--- src/rtl/voice_allocator_if.sv ---
// rtl/voice_allocator_if.sv - note-event valid/ready bundle between the CPU register block and the voice allocator
interface voice_allocator_if #(
   parameter int NOTEW = 7
);
   logic             ev_valid;
   logic             ev_ready;
   logic             ev_on;
   logic [NOTEW-1:0] ev_note;

   modport master (output ev_valid, output ev_on, output ev_note, input ev_ready);
   modport slave  (input ev_valid, input ev_on, input ev_note, output ev_ready);
endinterface

--- src/rtl/voice_allocator.sv ---
// rtl/voice_allocator.sv - note-on/off scheduler assigning notes to NVOICES envelope voices with oldest-voice stealing
module voice_allocator #(
   parameter int NVOICES = 4,
   parameter int NOTEW   = 7
) (
   input  logic                     i_clk,
   input  logic                     i_rst,
   input  logic                     i_sample_clock,
   voice_allocator_if.slave         ev,
   input  logic [NVOICES-1:0]       i_env_idle,
   output logic [NVOICES-1:0]       o_gate,
   output logic [NVOICES*NOTEW-1:0] o_voice_note,
   output logic                     o_stolen
);
   localparam int IDXW = $clog2(NVOICES);

   typedef enum logic [1:0] {S_IDLE, S_SEARCH, S_KILL, S_ASSIGN} state_t;

   state_t            r_state;
   state_t            w_next;
   logic              r_on;
   logic [NOTEW-1:0]  r_note;
   logic [IDXW-1:0]   r_victim;
   logic [IDXW-1:0]   r_age   [NVOICES];
   logic [NOTEW-1:0]  r_vnote [NVOICES];
   logic [NVOICES-1:0] r_gate;
   logic              r_stolen;
   logic              r_sc_s1;
   logic              r_sc_s2;
   logic              r_sc_s3;
   logic              r_rise_seen;

   logic              w_sc_rise;
   logic              w_match_hit;
   logic [IDXW-1:0]   w_match_idx;
   logic              w_free_hit;
   logic [IDXW-1:0]   w_free_idx;
   logic              w_rel_hit;
   logic [IDXW-1:0]   w_rel_idx;
   logic [IDXW-1:0]   w_rel_age;
   logic [IDXW-1:0]   w_old_idx;
   logic [IDXW-1:0]   w_victim;
   logic              w_steal;
   logic              w_victim_gated;

   assign w_sc_rise   = r_sc_s2 & ~r_sc_s3;
   assign ev.ev_ready = (r_state == S_IDLE) && i_rst;
   assign o_gate      = r_gate;
   assign o_stolen    = r_stolen;

   for (genvar g = 0; g < NVOICES; g++) begin : g_pack
      assign o_voice_note[g*NOTEW +: NOTEW] = r_vnote[g];
   end

   // Candidate scans; descending loops leave the lowest matching index in place.
   always_comb begin
      w_match_hit = 1'b0;
      w_match_idx = '0;
      w_free_hit  = 1'b0;
      w_free_idx  = '0;
      w_rel_hit   = 1'b0;
      w_rel_idx   = '0;
      w_rel_age   = '0;
      w_old_idx   = '0;
      for (int i = NVOICES - 1; i >= 0; i--) begin
         if (r_gate[i] && (r_vnote[i] == r_note)) begin
            w_match_hit = 1'b1;
            w_match_idx = IDXW'(i);
         end
         if (!r_gate[i] && i_env_idle[i]) begin
            w_free_hit = 1'b1;
            w_free_idx = IDXW'(i);
         end
      end
      for (int i = 0; i < NVOICES; i++) begin
         if (!r_gate[i] && (!w_rel_hit || (r_age[i] > w_rel_age))) begin
            w_rel_hit = 1'b1;
            w_rel_idx = IDXW'(i);
            w_rel_age = r_age[i];
         end
         if (r_age[i] == IDXW'(NVOICES - 1)) begin
            w_old_idx = IDXW'(i);
         end
      end
   end

   always_comb begin
      w_steal = 1'b0;
      if (w_match_hit) begin
         w_victim = w_match_idx;
      end else if (w_free_hit) begin
         w_victim = w_free_idx;
      end else if (w_rel_hit) begin
         w_victim = w_rel_idx;
      end else begin
         w_victim = w_old_idx;
         w_steal  = (r_vnote[w_old_idx] != r_note);
      end
      w_victim_gated = r_gate[w_victim];
   end

   always_ff @(posedge i_clk) begin
      if (!i_rst) begin
         r_state <= S_IDLE;
      end else begin
         r_state <= w_next;
      end
   end

   always_comb begin
      w_next = r_state;
      case (r_state)
         S_IDLE:   if (ev.ev_valid) w_next = S_SEARCH;
         S_SEARCH: begin
            if (!r_on)               w_next = S_IDLE;
            else if (w_victim_gated) w_next = S_KILL;
            else                     w_next = S_ASSIGN;
         end
         S_KILL:   if (w_sc_rise && r_rise_seen) w_next = S_ASSIGN;
         S_ASSIGN: w_next = S_IDLE;
         default:  w_next = S_IDLE;
      endcase
   end

   always_ff @(posedge i_clk) begin
      if (!i_rst) begin
         r_on        <= 1'b0;
         r_note      <= '0;
         r_victim    <= '0;
         r_gate      <= '0;
         r_stolen    <= 1'b0;
         r_sc_s1     <= 1'b0;
         r_sc_s2     <= 1'b0;
         r_sc_s3     <= 1'b0;
         r_rise_seen <= 1'b0;
         for (int i = 0; i < NVOICES; i++) begin
            r_age[i]   <= IDXW'(i);
            r_vnote[i] <= '0;
         end
      end else begin
         r_sc_s1  <= i_sample_clock;
         r_sc_s2  <= r_sc_s1;
         r_sc_s3  <= r_sc_s2;
         r_stolen <= 1'b0;
         case (r_state)
            S_IDLE: begin
               if (ev.ev_valid) begin
                  r_on   <= ev.ev_on;
                  r_note <= ev.ev_note;
               end
            end
            S_SEARCH: begin
               if (!r_on) begin
                  if (w_match_hit) r_gate[w_match_idx] <= 1'b0;
               end else begin
                  r_victim    <= w_victim;
                  r_stolen    <= w_steal;
                  r_rise_seen <= 1'b0;
                  if (w_victim_gated) r_gate[w_victim] <= 1'b0;
               end
            end
            S_KILL: begin
               if (w_sc_rise) r_rise_seen <= 1'b1;
            end
            S_ASSIGN: begin
               r_vnote[r_victim] <= r_note;
               r_gate[r_victim]  <= 1'b1;
               // Victim becomes youngest; only voices younger than it age, keeping a permutation.
               for (int i = 0; i < NVOICES; i++) begin
                  if (IDXW'(i) == r_victim) begin
                     r_age[i] <= '0;
                  end else if (r_age[i] < r_age[r_victim]) begin
                     r_age[i] <= r_age[i] + IDXW'(1);
                  end
               end
            end
            default: ;
         endcase
      end
   end
endmodule

--- src/flat_wrapper.sv ---
// flat-port wrapper written by rule: the top's interface ports become plain ports
module voice_allocator_flat 
#(
   parameter int NVOICES = 4,
   parameter int NOTEW   = 7
)
  (i_clk, i_rst, i_sample_clock, i_env_idle, o_gate, o_voice_note, o_stolen, ev_ev_valid, ev_ev_on, ev_ev_note, ev_ev_ready);
  voice_allocator_if #(.NOTEW(NOTEW)) ev_i ();
  input  logic i_clk;
  input  logic i_rst;
  input  logic i_sample_clock;
  input  logic [NVOICES-1:0] i_env_idle;
  output logic [NVOICES-1:0] o_gate;
  output logic [NVOICES*NOTEW-1:0] o_voice_note;
  output logic o_stolen;
  input wire logic [$bits(ev_i.ev_valid)-1:0] ev_ev_valid;
  input wire logic [$bits(ev_i.ev_on)-1:0] ev_ev_on;
  input wire logic [$bits(ev_i.ev_note)-1:0] ev_ev_note;
  output wire logic [$bits(ev_i.ev_ready)-1:0] ev_ev_ready;
  assign ev_i.ev_valid = ev_ev_valid;
  assign ev_i.ev_on = ev_ev_on;
  assign ev_i.ev_note = ev_ev_note;
  assign ev_ev_ready = ev_i.ev_ready;
  voice_allocator #(.NVOICES(NVOICES), .NOTEW(NOTEW)) u_core (.i_clk(i_clk), .i_rst(i_rst), .i_sample_clock(i_sample_clock), .ev(ev_i), .i_env_idle(i_env_idle), .o_gate(o_gate), .o_voice_note(o_voice_note), .o_stolen(o_stolen));
endmodule
--- config.mk ---
export PLATFORM = sky130hd
export DESIGN_NAME = voice_allocator_flat
export DESIGN_NICKNAME = d
export VERILOG_FILES = /design/src/rtl/voice_allocator_if.sv /design/src/rtl/voice_allocator.sv /design/src/flat_wrapper.sv
export SDC_FILE = /design/constraint.sdc
export NUM_CORES = 1
export LEC_CHECK = 0
export ABC_AREA = 1
export CAP_MARGIN = 25
export CORE_MARGIN = 2
export CORE_UTILIZATION = 55
export DETAILED_ROUTE_END_ITERATION = 6
export GPL_TIMING_DRIVEN = 0
export PLACE_DENSITY = 0.8
export SLEW_MARGIN = 10
export SYNTH_ARGS = -nofsm -noshare
export SYNTH_HDL_FRONTEND = slang
export SYNTH_SLANG_ARGS = --single-unit
--- constraint.sdc ---
create_clock -name i_clk -period 8.9 [get_ports i_clk]
set_input_delay 1.335 -clock i_clk [delete_from_list [all_inputs] [get_ports i_clk]]
set_output_delay 1.335 -clock i_clk [all_outputs]
set_load 0.1 [all_outputs]
# ---- Word-level counts from Yosys, hierarchy flattened
# Memories as Yosys holds them, arrays and structs flattened. A register that Yosys moved wholly into a read port is not among the register bits.
# Cells that the tools add are included.
dict set report word_totals {
  regBits 21
  mem_bits_rw 36
  inputBits 16
  mem_count 2
}
dict set report op_classes {
  add_sub_neg 4
  order_cmp 13
  eq_ne 20
  n_mux 105
  bitwise_logic 18
  reduce_logical 36
}
# memory words word_bits read_ports rd_clocked_by_memory_dff wr line_no
set memory_table {}
lappend memory_table {u_core.r_vnote 4 7 5 0 4 voice_allocator.sv:25} ;# logic [NOTEW-1:0] r_vnote [NVOICES];
lappend memory_table {u_core.r_age 4 2 5 1 4 voice_allocator.sv:24} ;# logic [IDXW-1:0] r_age [NVOICES];
# op n
set ops {}
lappend ops {{$mux W2} 32}
lappend ops {{$mux W1} 62}
lappend ops {{$eq A7 B7 Y1} 4}
lappend ops {{$logic_and A1 B1 Y1} 16}
lappend ops {{$mux W4} 3}
lappend ops {{$eq A2 B2 Y1 const B} 5}
lappend ops {{$lt A2 B3 Y1 const B} 3}
lappend ops {{$add A2 B1 Y2 const B} 4}
lappend ops {{$and A4 B4 Y4} 2}
lappend ops {{$lt A2 B2 Y1} 4}
lappend ops {{$not A4 Y4} 2}
lappend ops {{$or A1 B1 Y1} 8}
lappend ops {{$pmux W2 S4} 1}
lappend ops {{$pmux W4 S2} 1}
lappend ops {{$mux W7} 1}
lappend ops {{$ne A7 B7 Y1} 1}
lappend ops {{$reduce_or A7 Y1} 1}
lappend ops {{$demux W1 S2} 3}
lappend ops {{$ge A2 B1 Y1 const B} 3}
lappend ops {{$gt A2 B2 Y1} 3}
lappend ops {{$logic_not A1 Y1} 6}
lappend ops {{$ne A2 B1 Y1 const B} 3}
lappend ops {{$reduce_and A2 Y1} 3}
lappend ops {{$reduce_and A3 Y1} 2}
lappend ops {{15 further kinds} 23}

# ---- Logic depth before layout (Yosys ltp)
# Gate-level depths: netlist of run 1.
# An unclocked memory read counts as a cell.
dict set report depth {
  word_depth 26
  mapped_depth 39
}

# ---- Worst setup path before layout of run 1
# OpenSTA, ideal clock, no wires.
dict set report synth_path {
  path_kind {reg-to-reg}
  from {reg u_core.r_gate[0], in the netlist u_core.o_gate[0]}
  to {reg u_core.r_gate[0], in the netlist u_core.o_gate[0]}
  setup_time_ns 0.119
  arrival_ns 4.257
  required_time_ns 8.781
  path_slack_ns 4.523
  stages_incl_launch_ff 35
  n_path_buf 0
  period_less_slack_ns 4.377
  cell_sequence {dfxtp_1 > inv_1 > nand2_1 > ha_1 > nand2_1 > nand2_1 > a21oi_1 > inv_1 > nand2_1 > o21ai_0 > ha_1 > inv_1 > o21bai_1 > nand2_1 > nand2_1 > nand2_1 > nand2_1 > o21ai_0 > ha_1 > nand2_1 > nand2_1 > nand2_1 > nand2_1 > a21oi_1 > nand2_1 > nand2_1 > nand2_1 > nand2_4 > nand2_4 > inv_2 > nand3_2 > nand3_4 > nand3_1 > nand3_1 > nand2_1}
}
dict set report synth_between {
  elab_chain_len 25
  word_cells_on_any_way 55
  classes_between {order compare: 7; eq/ne: 2; mux: 27; bitwise: 5; reduce/logical: 14}
}
# element line_no
set synth_lines {}
lappend synth_lines {{start, declared} voice_allocator.sv:26} ;# logic [NVOICES-1:0] r_gate;
lappend synth_lines {{start signal, assigned} voice_allocator.sv:130} ;# r_gate <= '0;
lappend synth_lines {{start signal, assigned by index} voice_allocator.sv:154} ;# if (w_match_hit) r_gate[w_match_idx] <= 1'b0;
lappend synth_lines {{start signal, assigned by index} voice_allocator.sv:159} ;# if (w_victim_gated) r_gate[w_victim] <= 1'b0;
lappend synth_lines {{$mux W2} voice_allocator.sv:76} ;# if (!r_gate[i] && (!w_rel_hit || (r_age[i] > w_rel_age))) begin
lappend synth_lines {{$gt A2 B2 Y1} voice_allocator.sv:76}
lappend synth_lines {{$logic_or A1 B1 Y1} voice_allocator.sv:76}
lappend synth_lines {{$logic_and A1 B1 Y1} voice_allocator.sv:76}
lappend synth_lines {{$mux W2 or $mux W1 (tied branches)} voice_allocator.sv:76}
lappend synth_lines {{$gt A2 B2 Y1 or $logic_not A1 Y1 (tied branches)} voice_allocator.sv:76}
lappend synth_lines {{$logic_or A1 B1 Y1} voice_allocator.sv:76}
lappend synth_lines {{$logic_and A1 B1 Y1} voice_allocator.sv:76}
lappend synth_lines {{[... 9 more ...]} n/a}
lappend synth_lines {{$logic_and A1 B1 Y1 (implied by the code)} voice_allocator.sv:159}
lappend synth_lines {{$mux W1 (implied by the code)} voice_allocator.sv:159}
lappend synth_lines {{$demux W1 S2} n/a}
lappend synth_lines {{$not A4 Y4 (no source line)} n/a}
lappend synth_lines {{$and A4 B4 Y4 (no source line)} n/a}
lappend synth_lines {{$mux W4} voice_allocator.sv:159}
lappend synth_lines {{$mux W4} voice_allocator.sv:153} ;# if (!r_on) begin
lappend synth_lines {{$pmux W4 S2} voice_allocator.sv:145} ;# case (r_state)
# Parallel ways exist; a longest one is shown, timed or not. The select of a mux whose other input is x is not followed.
# A chain may end at the register's enable or synchronous reset.

# ---- Worst setup path after layout of run 1
dict set report layout_path {
  from {in i_rst}
  to {out ev_ev_ready}
}
dict set report layout_between {
  elab_chain_len 1
}
# element line_no
set layout_lines {}
lappend layout_lines {{start, declared} flat_wrapper.sv:10} ;# input logic i_rst;
lappend layout_lines {{$logic_and A1 B1 Y1} voice_allocator.sv:47} ;# assign ev.ev_ready = (r_state == S_IDLE) && i_rst;
lappend layout_lines {{end, declared} flat_wrapper.sv:19} ;# output wire logic [$bits(ev_i.ev_ready)-1:0] ev_ev_ready;
# No other way between the ends.

==> impl_metrics.yaml, run 1 <==
clock_tree:
  clkSinkCount: 59
  cts_hold_buf: 0
  cts_tree: "built"
  clkTransAtPathRegs_ps: 60
  cts_setup_buffers: 0
  worstSkewPairLatency_ps: 340
  cts_resized: 0
  cts_buffer_depth: 2
  cts_max_level: 3
  root_buffer: "clkbuf_8"
  cts_buffers: 9
detailed_routing:
  vias_per_cell: 5.41
  drc: 0
  vias: 3289
  avgRoutedWirePerCell_um: 15.3
  wl_mm: 9.32
  drt_iter0_drc: 310
  ant_nets: 0
  firstDrtPassIters: 5
final_layout:
  stdcell_area_mm2: 0.00444
  diodes: 0
  drive_gt1_frac: 0.104
  nets: 561
  synthToLayoutAreaGrowth_pct: 21.7
  final_util: 0.696
worst_setup_path:
  cpLargestDelayFamily: "buffers and inverters"
  path_cells: "clkdlybuf4s50_1, clkbuf_1, clkbuf_1, nand2_1, inv_1, clkdlybuf4s50_1"
  cp.arrival_ps: 3990
  critPathBufInv: 5
  crit_required_ps: 7570
  max_stage_delay_ps: 1120
  cp-start-kind: "input pin"
  end_kind: "output pin"
  ff2ff_path_depth: 36
  path_class: "in2out"
  path_max_fanout: 10
  slowest_stage: "clkdlybuf4s50_1"
  r2r-end: "u_core.o_gate[1]$_SDFFE_PN0P_"
  reg2reg_from: "u_core.o_gate[0]$_SDFFE_PN0P_"
  reg2reg_slack_ps: 4550
synth:
  yosys_warnings: 0
  yosysSeqAreaShare: 0.422
  syn_area_per_cell_um2: 7.81
  synthCells: 467
  synth_cell_types: 40
  synth_seq_cells: 59
  synth_area_mm2: 0.00365
  syn-num-nets: 501
global_route:
  grt_pass1_vias: 3141
  track_usage: 0.271
  grt_max_degree: 11
  grt_pass1_wl_mm: 15.3
  grt_overflow: 0
  antenna_found_initial: 0
sta:
  skew_ps: 14.7
  setup-tns-final_ps: 0
  fin_ws_ps: 3580
  slew_violations: 0
  rsz0062_at_grt: "false"
  relSlewSlack: 0.336
  worst_slew_pin_slew_ps: 992
  setup_viol: 0
  finalCritPeriodShare: 0.598
  hold_violations: 0
  finalCriticalPeriod_ps: 5320
  clock.fmax_mhz: 188
floorplan:
  initial_core_util: 0.571
  row_count: 29
  die_y_um: 85.4
  core-area_mm2: 0.00639
  dieArea_mm2: 0.00730
  ios: 50
  dieWidth_um: 85.4
hold_path:
  min_path_cells: 2
  min_path_type: "reg2reg"
  whs_endpoint: "u_core.r_sc_s2$_SDFF_PN0_"
  min_from: "u_core.r_sc_s1$_SDFF_PN0_"
placement:
  place_area_mm2: 0.00424
  gp_congestion: 0.918
  portBuffers: 49
  post-place-ws_ps: 3620
  dp_hpwl_mm: 7.23
job:
  drv_cap: 0
run_status:
  status: "completed"
power:
  cellPowerDensity_mw_per_mm2: 207
  ir_worst_vdd_mv: 0.155
  power_leakage_nw: 1.92
## cell usage in the layout (no fill, tap or decap), drive strengths merged, types with 3 or more instances in the layout
cell type	n
clkdlybuf4s50	49
nor3	3
nand2	113
clkinv	3
xnor2	13
a21oi	22
xor2	3
ha	18
buf	3
clkbuf	15
nand3	33
edfxtp	36
o21ai	31
nor2	71
dfxtp	23
inv	75
## Yosys cell counts (all sizes together)
library cell	count	share of area
nand2	113	0.13
inv	75	0.077
nor2	71	0.085
edfxtp	36	0.30
nand3	33	0.053
o21ai	31	0.043
dfxtp	23	0.13
a21oi	22	0.030
ha	18	0.062
xnor2	13	0.031
clkbuf	5	0.0055
buf	3	0.0041
nor3	3	0.0055
xor2	3	0.0072
clkinv	2	0.0021
nor4	2	0.0034
o31ai	2	0.0041
or2	2	0.0041
a21boi	1	0.0021
a221oi	1	0.0024
a22oi	1	0.0058
a31o	1	0.0024
a32o	1	0.0027
and2	1	0.0017
nand3b	1	0.0031
nand4	1	0.0017
nor3b	1	0.0021
o21bai	1	0.0021
## per-layer routing
metal	vias up	wire length [um]	GRT usage
met2	122	4460	0.427
met4	0	155	0.0880
met3	17	670	0.0613
met1	1525	4040	0.373
met5	-	0	0
li1	1625	-	-
## per-stage QoR
step	std cells	hold slack [ps]	total power, W
final	608	420	0.000921
after global routing	608	456	0.000971
after CTS	608	424	0.000920
after detailed placement	593	407	0.000660
after global placement	593	394	0.000649
after floorplan	467	390	0.000582
## where the power goes
part,internal (W),switching (W)
combinational,0.0000996,0.000216
clock,0.000155,0.000105
sequential,0.000315,0.0000297
total,0.000570,0.000351
## area by class of cell
| type | count | area (um2) |
|---|---|---|
| Sequential cell | 59 | 1540 |
| Fill cell | 537 | 1940 |
| Buffer | 8 | 35.0 |
| Inverter | 77 | 289 |
| Timing Repair Buffer | 49 | 490 |
| Clock inverter | 5 | 78.8 |
| Clock buffer | 10 | 128 |
| Tap cell | 77 | 96.3 |
| Multi-Input combinational cell | 323 | 1780 |
## how the worst max path moves through the flow
stage / depth (start not counted) / from / endpoint
6_report: 6 / i_rst / ev_ev_ready
5_1_grt: 6 / i_rst / ev_ev_ready
4_1_cts: 6 / i_rst / ev_ev_ready
3_5_place_dp: 6 / i_rst / ev_ev_ready
3_3_place_gp: 6 / i_rst / ev_ev_ready
2_1_floorplan: 34 / u_core.o_gate[0]$_SDFFE_PN0P_ / u_core.o_gate[0]$_SDFFE_PN0P_
## flip-flops by register name, indices dropped and copies added, names as in the netlist, named ones only
signal              count
u_core.o_gate           4
u_core.o_stolen         1
u_core.r_age            8
u_core.r_note           7
u_core.r_on             1
u_core.r_rise_seen      1
u_core.r_sc_s1          1
u_core.r_sc_s2          1
u_core.r_sc_s3          1
u_core.r_state          1
u_core.r_victim         2
u_core.r_vnote         28
## cell families after synthesis
family	Yosys count	share of synthesized area
simple gates	228	0.294
compound gates	61	0.0943
xor+xnor	16	0.0384
fa+ha+maj	18	0.0617
buf+inv	85	0.0888
flops	59	0.422
## worst min-delay path, delay by kind of cell, from the launching register on
kind | cells | cell delay [ps]
flops | 1 | 310
buf+inv | 1 | 40
simple gates | 1 | 50
No activity file was read; power rests on OpenSTA's default activity.
==> run 2, diff against run 1 <==
==> constraint.sdc (replaced) <==
create_clock -name i_clk -period 5.3 [get_ports i_clk]
set_input_delay 0.795 -clock i_clk [delete_from_list [all_inputs] [get_ports i_clk]]
set_output_delay 0.795 -clock i_clk [all_outputs]
set_load 0.1 [all_outputs]
==> results of run 2 <==
Same layout as run 1 (identical final DEF). Status: completed.
Main changes from that run: setup slack after placement 3620 ps -> 988 ps; clock-pin slew on the worst setup and hold paths 60 ps -> 70 ps; setup slack after layout 3580 ps -> 949 ps; start point of the critical path i_rst -> u_core.o_gate[0]$_SDFFE_PN0P_; end point of the critical path ev_ev_ready -> u_core.o_gate[1]$_SDFFE_PN0P_; register-to-register setup slack 4550 ps -> 950 ps; total power 0.000921 W -> 0.00155 W; worst IR drop on VDD 0.155 mV -> 0.260 mV
==> run 3, diff against run 2 <==
--- a/config.mk
+++ b/config.mk
@@ -8,10 +8,10 @@
 export ABC_AREA = 1
 export CAP_MARGIN = 25
 export CORE_MARGIN = 2
-export CORE_UTILIZATION = 55
+export CORE_UTILIZATION = 50
 export DETAILED_ROUTE_END_ITERATION = 6
 export GPL_TIMING_DRIVEN = 0
-export PLACE_DENSITY = 0.8
+export PLACE_DENSITY = 0.77
 export SLEW_MARGIN = 10
 export SYNTH_ARGS = -nofsm -noshare
 export SYNTH_HDL_FRONTEND = slang
==> constraint.sdc (replaced) <==
create_clock -name i_clk -period 3.6 [get_ports i_clk]
set_input_delay 0.54 -clock i_clk [delete_from_list [all_inputs] [get_ports i_clk]]
set_output_delay 0.54 -clock i_clk [all_outputs]
set_load 0.1 [all_outputs]
==> run 3 against run 2 <==
Against the previous run: the run now ends with negative setup slack left; via count grew 1.8%; utilization shrank 4.2 points; global-route usage shrank 0.89 points; flip-flop and latch count is the same; design area grew 5.6%; total power grew 54%; register-to-register slack lost 1200 ps; sequential share of layout area shrank 1.7 points; critical path depth grew 1; routed wire length grew 4.9%; combinational power grew 56%; highest routed layer unchanged.
==> impl_metrics.yaml, run 3 (same netlist as run 1, synthesis figures left out) <==
final_layout:
  top_register: "u_core.r_vnote"
  drive_gt1_frac: 0.172
  largest_reg_flops: 28
  diodes: 0
  top_regs: "u_core.r_vnote (28), u_core.r_age (8), u_core.r_note (7)"
  final_util: 0.654
  layout_common_cells: "nand2_1, inv_1, nor2_1"
  regArea_mm2: 0.00155
  synthToLayoutAreaGrowth_pct: 28.5
  nets: 574
  final_common_cell: "nand2_1"
  fillCellCount: 569
  multi_input_area_mm2: 0.00188
  stdcell_area_mm2: 0.00469
worst_setup_path:
  path_class: "reg2reg"
  crit_required_ps: 3840
  end_kind: "flip-flop"
  slowest_stage: "dfxtp_4"
  max_stage_delay_ps: 390
  cp_common_cell: "nand2_1"
  path_max_fanout: 7
  cp.arrival_ps: 4080
  cp-start-kind: "flip-flop"
sta:
  skew_ps: 6.95
  relSlewSlack: 0.335
  finalCriticalPeriod_ps: 3840
  hold_violations: 0
  clock.fmax_mhz: 260
  rsz0062_at_grt: "true"
  fin_ws_ps: -239
  slew_violations: 0
  worst_slew_pin_slew_ps: 995
  finalCritPeriodShare: 1.07
  worst_hold_slack_ps: 414
  setup_viol: 7
placement:
  portBuffers: 49
  place_area_mm2: 0.00431
  gp_congestion: 0.909
  dp_hpwl_mm: 7.26
global_route:
  grt_pass1_wl_mm: 15.5
  grt_pass1_vias: 3234
  antenna_found_initial: 0
  grt_overflow: 0
  grt_max_degree: 13
  track_usage: 0.262
detailed_routing:
  ant_nets: 0
  drt_iter0_drc: 231
  wl_mm: 9.78
  vias_per_cell: 5.20
  avgRoutedWirePerCell_um: 15.2
  drc: 0
  vias: 3347
  firstDrtPassIters: 5
power:
  power_leakage_nw: 2.00
  intPower_w: 0.00145
  combPwrFrac: 0.347
  swShare: 0.391
  ir_worst_vdd_mv: 0.263
  seqPwrFrac: 0.358
  finalPower_w: 0.00238
  cellPowerDensity_mw_per_mm2: 507
  switchingPower_w: 0.000928
  p_clk_frac: 0.295
clock_tree:
  cts_max_level: 3
  clkSinkCount: 59
  root_buffer: "clkbuf_8"
  cts_tree: "built"
  worstSkewPairLatency_ps: 350
  cts_hold_buf: 0
  cts_buffers: 9
  cts_buffer_depth: 2
  clkTransAtPathRegs_ps: 80
floorplan:
  core-area_mm2: 0.00718
  ios: 50
  dieWidth_um: 89.4
  initial_core_util: 0.508
  dieArea_mm2: 0.00800
  die_y_um: 89.4
  row_count: 31
job:
  drv_cap: 0
run_status:
  status: "finished with violations"
  violations: "negative setup slack"
hold_path:
  min_path_type: "reg2reg"
## run 3: changes by cell type in the layout (fill, tap and decap cells not counted), moves of 3 or more
cell | previous run | this run
ha_1 | 18 | 15
o21ai_0 | 29 | 25
inv_2 | 8 | 11
nand2_1 | 100 | 92
a21oi_2 | 0 | 3
inv_1 | 67 | 63
a21oi_1 | 22 | 19
nand2_2 | 6 | 13
ha_4 | 0 | 3
buf_4 | 0 | 13
## run 3: power groups by stage
stage | clock network (W) | logic [W] | registers, W
final | 0.000700 | 0.000825 | 0.000852
after global routing | 0.000740 | 0.000911 | 0.000862
after CTS | 0.000706 | 0.000790 | 0.000850
after detailed placement | 0 | 0.000768 | 0.000867
after global placement | 0 | 0.000748 | 0.000865
after floorplan | 0 | 0.000494 | 0.000950
## run 3: path summary, 6_finish.rpt
| check | to | from | slack, ps | cells past startpoint |
|---|---|---|---|---|
| worst max-delay path | u_core.o_gate[0]$_SDFFE_PN0P_ | u_core.o_gate[0]$_SDFFE_PN0P_ | -240 | 37 |
| worst min-delay path | u_core.r_sc_s2$_SDFF_PN0_ | u_core.r_sc_s1$_SDFF_PN0_ | 410 | 2 |
| worst max register to register | u_core.o_gate[0]$_SDFFE_PN0P_ | u_core.o_gate[0]$_SDFFE_PN0P_ | -240 | 37 |
| worst min register to register | u_core.r_sc_s2$_SDFF_PN0_ | u_core.r_sc_s1$_SDFF_PN0_ | 410 | 2 |
## run 3: layout make-up
| cell class | instances | share of cell area |
|---|---|---|
| timing repair buffer | 62 | 0.125 |
| clock inverter | 7 | 0.0213 |
| inverter | 77 | 0.0627 |
| multi-input combinational | 323 | 0.401 |
| sequential | 59 | 0.330 |
| buffer | 8 | 0.00747 |
| clock buffer | 9 | 0.0264 |
| tap | 99 | 0.0264 |
## run 3: metrics by stage
stage	setup slack, ps	TNS [ps]	cells
2_1_floorplan	8.96	0	467
3_3_place_gp	-239	-1030	615
3_5_place_dp	-309	-1440	615
4_1_cts	-139	-578	641
5_1_grt	-514	-3350	644
6_report	-239	-1270	644
## run 3: layer usage
layer	routed length, um	vias to the layer above	global-route usage
li1	-	1646	-
met1	4360	1558	0.352
met2	4550	127	0.413
met3	681	16	0.0628
met4	185	0	0.0977
met5	0	-	0
## run 3: timing repair
| action | CTS | global route |
|---|---|---|
| gates cloned | 0 | 0 |
| gates resized for setup | 10 | 10 |
| setup buffers | 10 | 3 |
| setup endpoints to repair | 8 | 9 |
| pin swaps | 6 | 5 |
## run 3: worst max-delay path, delay by kind of cell, from the launching register on
kind                       cells  cell delay, ps
adders and majority gates      3             840
DFF                            1             390
buffers and inverters          3             160
and+or+nand+nor               26            1750
AOI/OAI and AO/OA              5             550
==> RTL edit 1: new RTL, settings of run 3 <==
`NOTEW` is set to 7 in 3 places; all go to 14.
--- a/src/rtl/voice_allocator_if.sv
+++ b/src/rtl/voice_allocator_if.sv
@@ -1,6 +1,6 @@
 // rtl/voice_allocator_if.sv - note-event valid/ready bundle between the CPU register block and the voice allocator
 interface voice_allocator_if #(
-   parameter int NOTEW = 7
+   parameter int NOTEW = 14
 );
    logic             ev_valid;
    logic             ev_ready;
--- a/src/rtl/voice_allocator.sv
+++ b/src/rtl/voice_allocator.sv
@@ -1,7 +1,7 @@
 // rtl/voice_allocator.sv - note-on/off scheduler assigning notes to NVOICES envelope voices with oldest-voice stealing
 module voice_allocator #(
    parameter int NVOICES = 4,
-   parameter int NOTEW   = 7
+   parameter int NOTEW   = 14
 ) (
    input  logic                     i_clk,
    input  logic                     i_rst,
--- a/src/flat_wrapper.sv
+++ b/src/flat_wrapper.sv
@@ -2,7 +2,7 @@
 module voice_allocator_flat 
 #(
    parameter int NVOICES = 4,
-   parameter int NOTEW   = 7
+   parameter int NOTEW   = 14
 )
   (i_clk, i_rst, i_sample_clock, i_env_idle, o_gate, o_voice_note, o_stolen, ev_ev_valid, ev_ev_on, ev_ev_note, ev_ev_ready);
   voice_allocator_if #(.NOTEW(NOTEW)) ev_i ();
Ports: changed (resized ev_ev_note and o_voice_note); port bits go from 50 to 85. No check against the original RTL was run, so the function may have changed too.
==> RTL edit 1 against run 3 <==
- the flow still finishes with violations (setup timing)
- largest cell class unchanged
- setup slack gained 38 ps
- routed wire length grew 86%
- largest power group is now combinational logic
- area after synthesis grew 60%
- sequential share of layout area grew 1.1 points
- sequential cell count grew 35
- total power grew 63%
- critical path type unchanged
- final area grew 58%
- synthesized cell count grew 77%
==> RTL edit 1: results (changes against run 3) <==
Setup path
  – WP data arrival: 4030 ps (-50 ps)
  – Critical Path Fanout Max: 5 (-2)
  – Crit-path slowest cell: edfxtp_1

Global route
  – Global-route wire length before repair: 27.8 mm (+79%)
  – Grt met3 use: 4.86% (-1.4 points)
  – GRT met2 Usage: 50.8% (+9.4 points)
  – All-Layer GR Usage: 29.1% (+2.9 points)
  – Vias in the first global route: 5239 (+62%)
  – Met1 usage in global routing: 38.0% (+2.8 points)

Routing
  – Vias: 5635 (+68%)
  – Post-DR wirelength/cell: 16.8 um (+10%)

Placement
  – Worst slack at placement: -420 ps (-111 ps)
  – Dpl hpwl: 13.4 mm (+85%)
  – Placer congestion estimate: 1.01 (+11%)
  – Port Buffers: 83 (+69%)

Timing
  – Final worst slack: -201 ps (+38.0 ps)
  – Final-report setup violation count: 5 (-2)
  – Setup Skew: 7.73 ps (+0.775 ps)
  – Worst Tran Pin Value: 993 ps (-1.30 ps)

Layout
  – Number of diodes: 0 (unchanged)
  – Layout cells sized above 1: 10.9% (-6.3 points)
  – Final #Nets: 978 (+70%)

Power
  – Max IR drop VDD: 0.295 mV (+12%)
  – LEAKAGE: 3.32 nW (+66%)

Synthesis
  – Netlist cell types: 43 (+7.5%)
  – Seq/Total Area, Yosys: 43.2% (+0.95 points)
  – Post-synth top area share: 32.9% (+3.3 points)
  – Top cells by count, synth: nand2_1, nor2_1, inv_1
  – Synth warn: 0 (unchanged)
  – Synth area leaders: edfxtp_1, nand2_1, dfxtp_1
  – EDFF count, synth: 64 (+78%)
  – Syn_nets: 866 (+73%)

Status
  – Status: finished, violations left
  – Violated checks: setup timing

Clock network
  – CTS root buf: clkbuf_16
-- RTL edit 1: critical path: cells and delay by family (launching register included) --
| family | cells | cell delay, ps |
|---|---|---|
| AO/OA/AOI/OAI | 4 | 350 |
| adder cells (fa/ha/maj) | 3 | 870 |
| buffers and inverters | 3 | 280 |
| flip-flops | 1 | 420 |
| AND/OR/NAND/NOR | 25 | 1740 |
-- RTL edit 1: layout make-up --
| type | count | area, um2 |
|---|---|---|
| buffer | 16 | 87.6 |
| tap | 143 | 179 |
| clock inverter | 4 | 97.6 |
| inverter | 136 | 520 |
| multi-input combinational | 579 | 2810 |
| fill | 1012 | 4000 |
| sequential | 94 | 2530 |
| clock buffer | 12 | 236 |
| timing repair buffer | 101 | 966 |
-- RTL edit 1: power by group --
part,switching [W],internal [W]
registers,0.000114,0.00126
clock network,0.000395,0.000680
logic,0.00102,0.000414
total,0.00153,0.00235
-- RTL edit 1: cell families (layout without fill, tap and decap cells) --
group           after synthesis  count (layout)  share of synthesized area (%)
fa+ha+maj                    18              18                           3.86
simple gates                466             467                           33.1
compound gates               88              88                           8.42
xor+xnor                      6               6                          0.900
buf+inv                     153             269                           10.5
flops                        94              94                           43.2
-- RTL edit 1: per-layer routing --
| layer | part of all wire [%] | up-vias |
|---|---|---|
| li1 | - | 2803 |
| met3 | 7.0 | 22 |
| met5 | 0 | - |
| met2 | 49 | 242 |
| met1 | 42 | 2568 |
| met4 | 1.6 | 0 |
-- RTL edit 1: timing repair --
item	in CTS	in global routing
gates cloned	1	0
hold buffers	0	0
setup endpoints to repair	5	9
setup buffers	15	3
gates resized for setup	8	10
pin swaps	10	4
-- RTL edit 1: path summary, 6_finish.rpt --
kind | slack (ps) | depth (start not counted) | start | to
setup / recovery | -200 | 35 | u_core.r_age[0][0] | u_core.o_gate[1]
hold / removal | 420 | 2 | u_core.r_sc_s1 | u_core.r_sc_s2
setup reg to reg | -200 | 35 | u_core.r_age[0][0] | u_core.o_gate[1]
hold reg to reg | 420 | 2 | u_core.r_sc_s1 | u_core.r_sc_s2
-- RTL edit 1: per-stage QoR --
step                      instance area [um2]  std cells  TNS (ps)
final                                    7420       1085      -930
after global routing                     7420       1085     -2670
after CTS                                7370       1082      -901
after detailed placement                 6890       1051     -1990
after global placement                   6890       1051     -1740
after floorplan                          5880        825      -381
==> RTL edit 2: new RTL, flow settings as in run 3 <==
Without the edit above. The 4 states of `state_t` get a Gray code encoding in 2 bits.
--- a/src/rtl/voice_allocator.sv
+++ b/src/rtl/voice_allocator.sv
@@ -14,7 +14,7 @@
 );
    localparam int IDXW = $clog2(NVOICES);
 
-   typedef enum logic [1:0] {S_IDLE, S_SEARCH, S_KILL, S_ASSIGN} state_t;
+   typedef enum logic [1:0] {S_IDLE = 2'b00, S_SEARCH = 2'b01, S_KILL = 2'b11, S_ASSIGN = 2'b10} state_t;
 
    state_t            r_state;
    state_t            w_next;
Function: same outputs for any inputs over 4 cycles, from zero or initial values and one cycle with i_rst low; so few cycles prove little.
==> RTL edit 2 against run 3 <==
- the run still ends with setup timing left
- critical path depth is 1 lower
- clock power is 2% higher
- area after synthesis is 10% higher
- total power fell by 2.5%
- largest cell class unchanged
- routed wire length grew 20%
- highest routed layer unchanged
- global-route usage up 0.95 points
- sequential cell count unchanged
- sequential share of layout area is 2.6 points lower
- critical path type unchanged
- setup slack got worse by 71 ps
- final area rose by 8.5%
- sequential power decreased by 5.0%
==> RTL edit 2: results (changes against run 3) <==
Setup path
  – Crit-path slowest cell: edfxtp_1
  – Max incr delay on CP: 470 ps (+80 ps)
  – Critical Path Fanout Max: 8 (+1)

Status
  – Violated checks: setup timing
  – Status: finished, violations left

Global route
  – All-Layer GR Usage: 27.2% (+0.95 points)
  – Global-route wire length before repair: 18.1 mm (+16%)
  – Vias in the first global route: 3714 (+15%)
  – Initial antenna violation count: 0 (unchanged)

Clock network
  – Clock latency at the later pin of the worst-skew pair: 370 ps (+20 ps)
  – CTS Buf Count: 9 (unchanged)
  – Post-CTS Hold Buffers: 0 (unchanged)
  – H-tree levels: 3 (unchanged)

Placement
  – Dpl hpwl: 8.41 mm (+16%)
  – Placer congestion estimate: 0.951 (+4.6%)
  – Post-placement cell area: 4700 um2 (+9.2%)

Timing
  – Final worst slack: -310 ps (-70.7 ps)
  – Final-report setup violation count: 7 (unchanged)
  – Worst Tran Pin Value: 998 ps (+3.32 ps)
  – Setup Skew: 9.32 ps (+2.36 ps)
  – Final setup TNS: -1420 ps (-150 ps)

Synthesis
  – Syn_nets: 586 (+17%)
  – Seq/Total Area, Yosys: 38.3% (-3.9 points)
  – Netlist cell types: 41 (+2.5%)
  – Top cells by count, synth: nand2_1, inv_1, nor2_1
  – EDFF count, synth: 36 (unchanged)
  – Synth area leaders: edfxtp_1, nand2_1, dfxtp_1
  – Ys flop type: edfxtp_1

Layout
  – Top Registers: u_core.r_vnote (28), u_core.r_age (8), u_core.r_note (7)
  – Final #Nets: 659 (+15%)
  – Layout fillers: 665 (+17%)
  – Layout cells sized above 1: 16.7% (-0.58 points)

Power
  – Max IR drop VDD: 0.331 mV (+26%)
  – LEAKAGE: 2.24 nW (+12%)
  – Net Sw Power: 0.000899 W (-3.2%)

Routing
  – Vias: 3969 (+19%)
  – Post-DR wirelength/cell: 16.1 um (+5.8%)
  – Initial detailed-routing violation count: 461 (+100%)

Worst hold path
  – Hold WC Path Type: flip-flop to flip-flop
[RTL edit 2: final timing paths]
check	from	to	slack, ps	cells past startpoint
setup / recovery	u_core.r_age[0][1]	u_core.o_gate[3]	-310	36
setup reg to reg	u_core.r_age[0][1]	u_core.o_gate[3]	-310	36
hold reg to reg	u_core.r_sc_s1	u_core.r_sc_s2	410	2
hold / removal	u_core.r_sc_s1	u_core.r_sc_s2	410	2
[RTL edit 2: power groups by stage]
stage          combinational (W)  sequential (W)  clock, W
3_5_place_dp            0.000723        0.000823         0
4_1_cts                 0.000763        0.000808  0.000713
5_1_grt                 0.000864        0.000812  0.000739
3_3_place_gp            0.000707        0.000820         0
2_1_floorplan           0.000438        0.000928         0
6_report                0.000797        0.000809  0.000712
[RTL edit 2: worst max-delay path: cells and delay by family (launching register included)]
family,cells,cell delay [ps]
DFF,1,470
and+or+nand+nor,25,1780
buffers and inverters,3,170
AOI/OAI and AO/OA,5,530
adders and majority gates,3,870
[RTL edit 2: layer usage]
layer  up-vias  part of all wire [%]  track usage, %
met3        24                   9.4            5.94
met1      1821                    42            37.0
met5         -                     0               0
met2       209                    46            42.6
met4         0                   2.2            10.1
li1       1915                     -               -
[RTL edit 2: repair_timing]
item	CTS	global route
resized for setup	6	16
endpoints found under the setup margin	7	9
pin swaps	11	26
setup buffers	10	4
hold endpoints to repair	0	0
[RTL edit 2: logic make-up (layout without fill, tap and decap cells)]
family / count (synthesis) / in the layout / share of synthesized area (%)
simple gates: 289 / 289 / 32.2
buf+inv: 107 / 185 / 11.2
fa+ha+maj: 18 / 18 / 5.60
compound gates: 69 / 69 / 9.67
xor+xnor: 10 / 10 / 3.11
flops: 59 / 59 / 38.3
[RTL edit 2: metrics by stage]
stage	total power [W]	worst slack [ps]	cells	utilization, %
after global routing	0.00242	-572	732	65.5
after CTS	0.00228	-231	728	64.4
after floorplan	0.00137	-88.1	552	-
after detailed placement	0.00155	-329	703	60.5
final	0.00232	-310	732	65.5
after global placement	0.00153	-241	703	60.5
[RTL edit 2: area by class of cell]
cell class	count	share of cell area, %
flip-flops and latches	59	30.4
clock inverters	7	1.97
clock buffers	9	2.43
well taps	102	2.51
repair buffers	63	11.7
inverters	95	7.11
multi-input cells	386	42.2
plain buffers	11	1.67
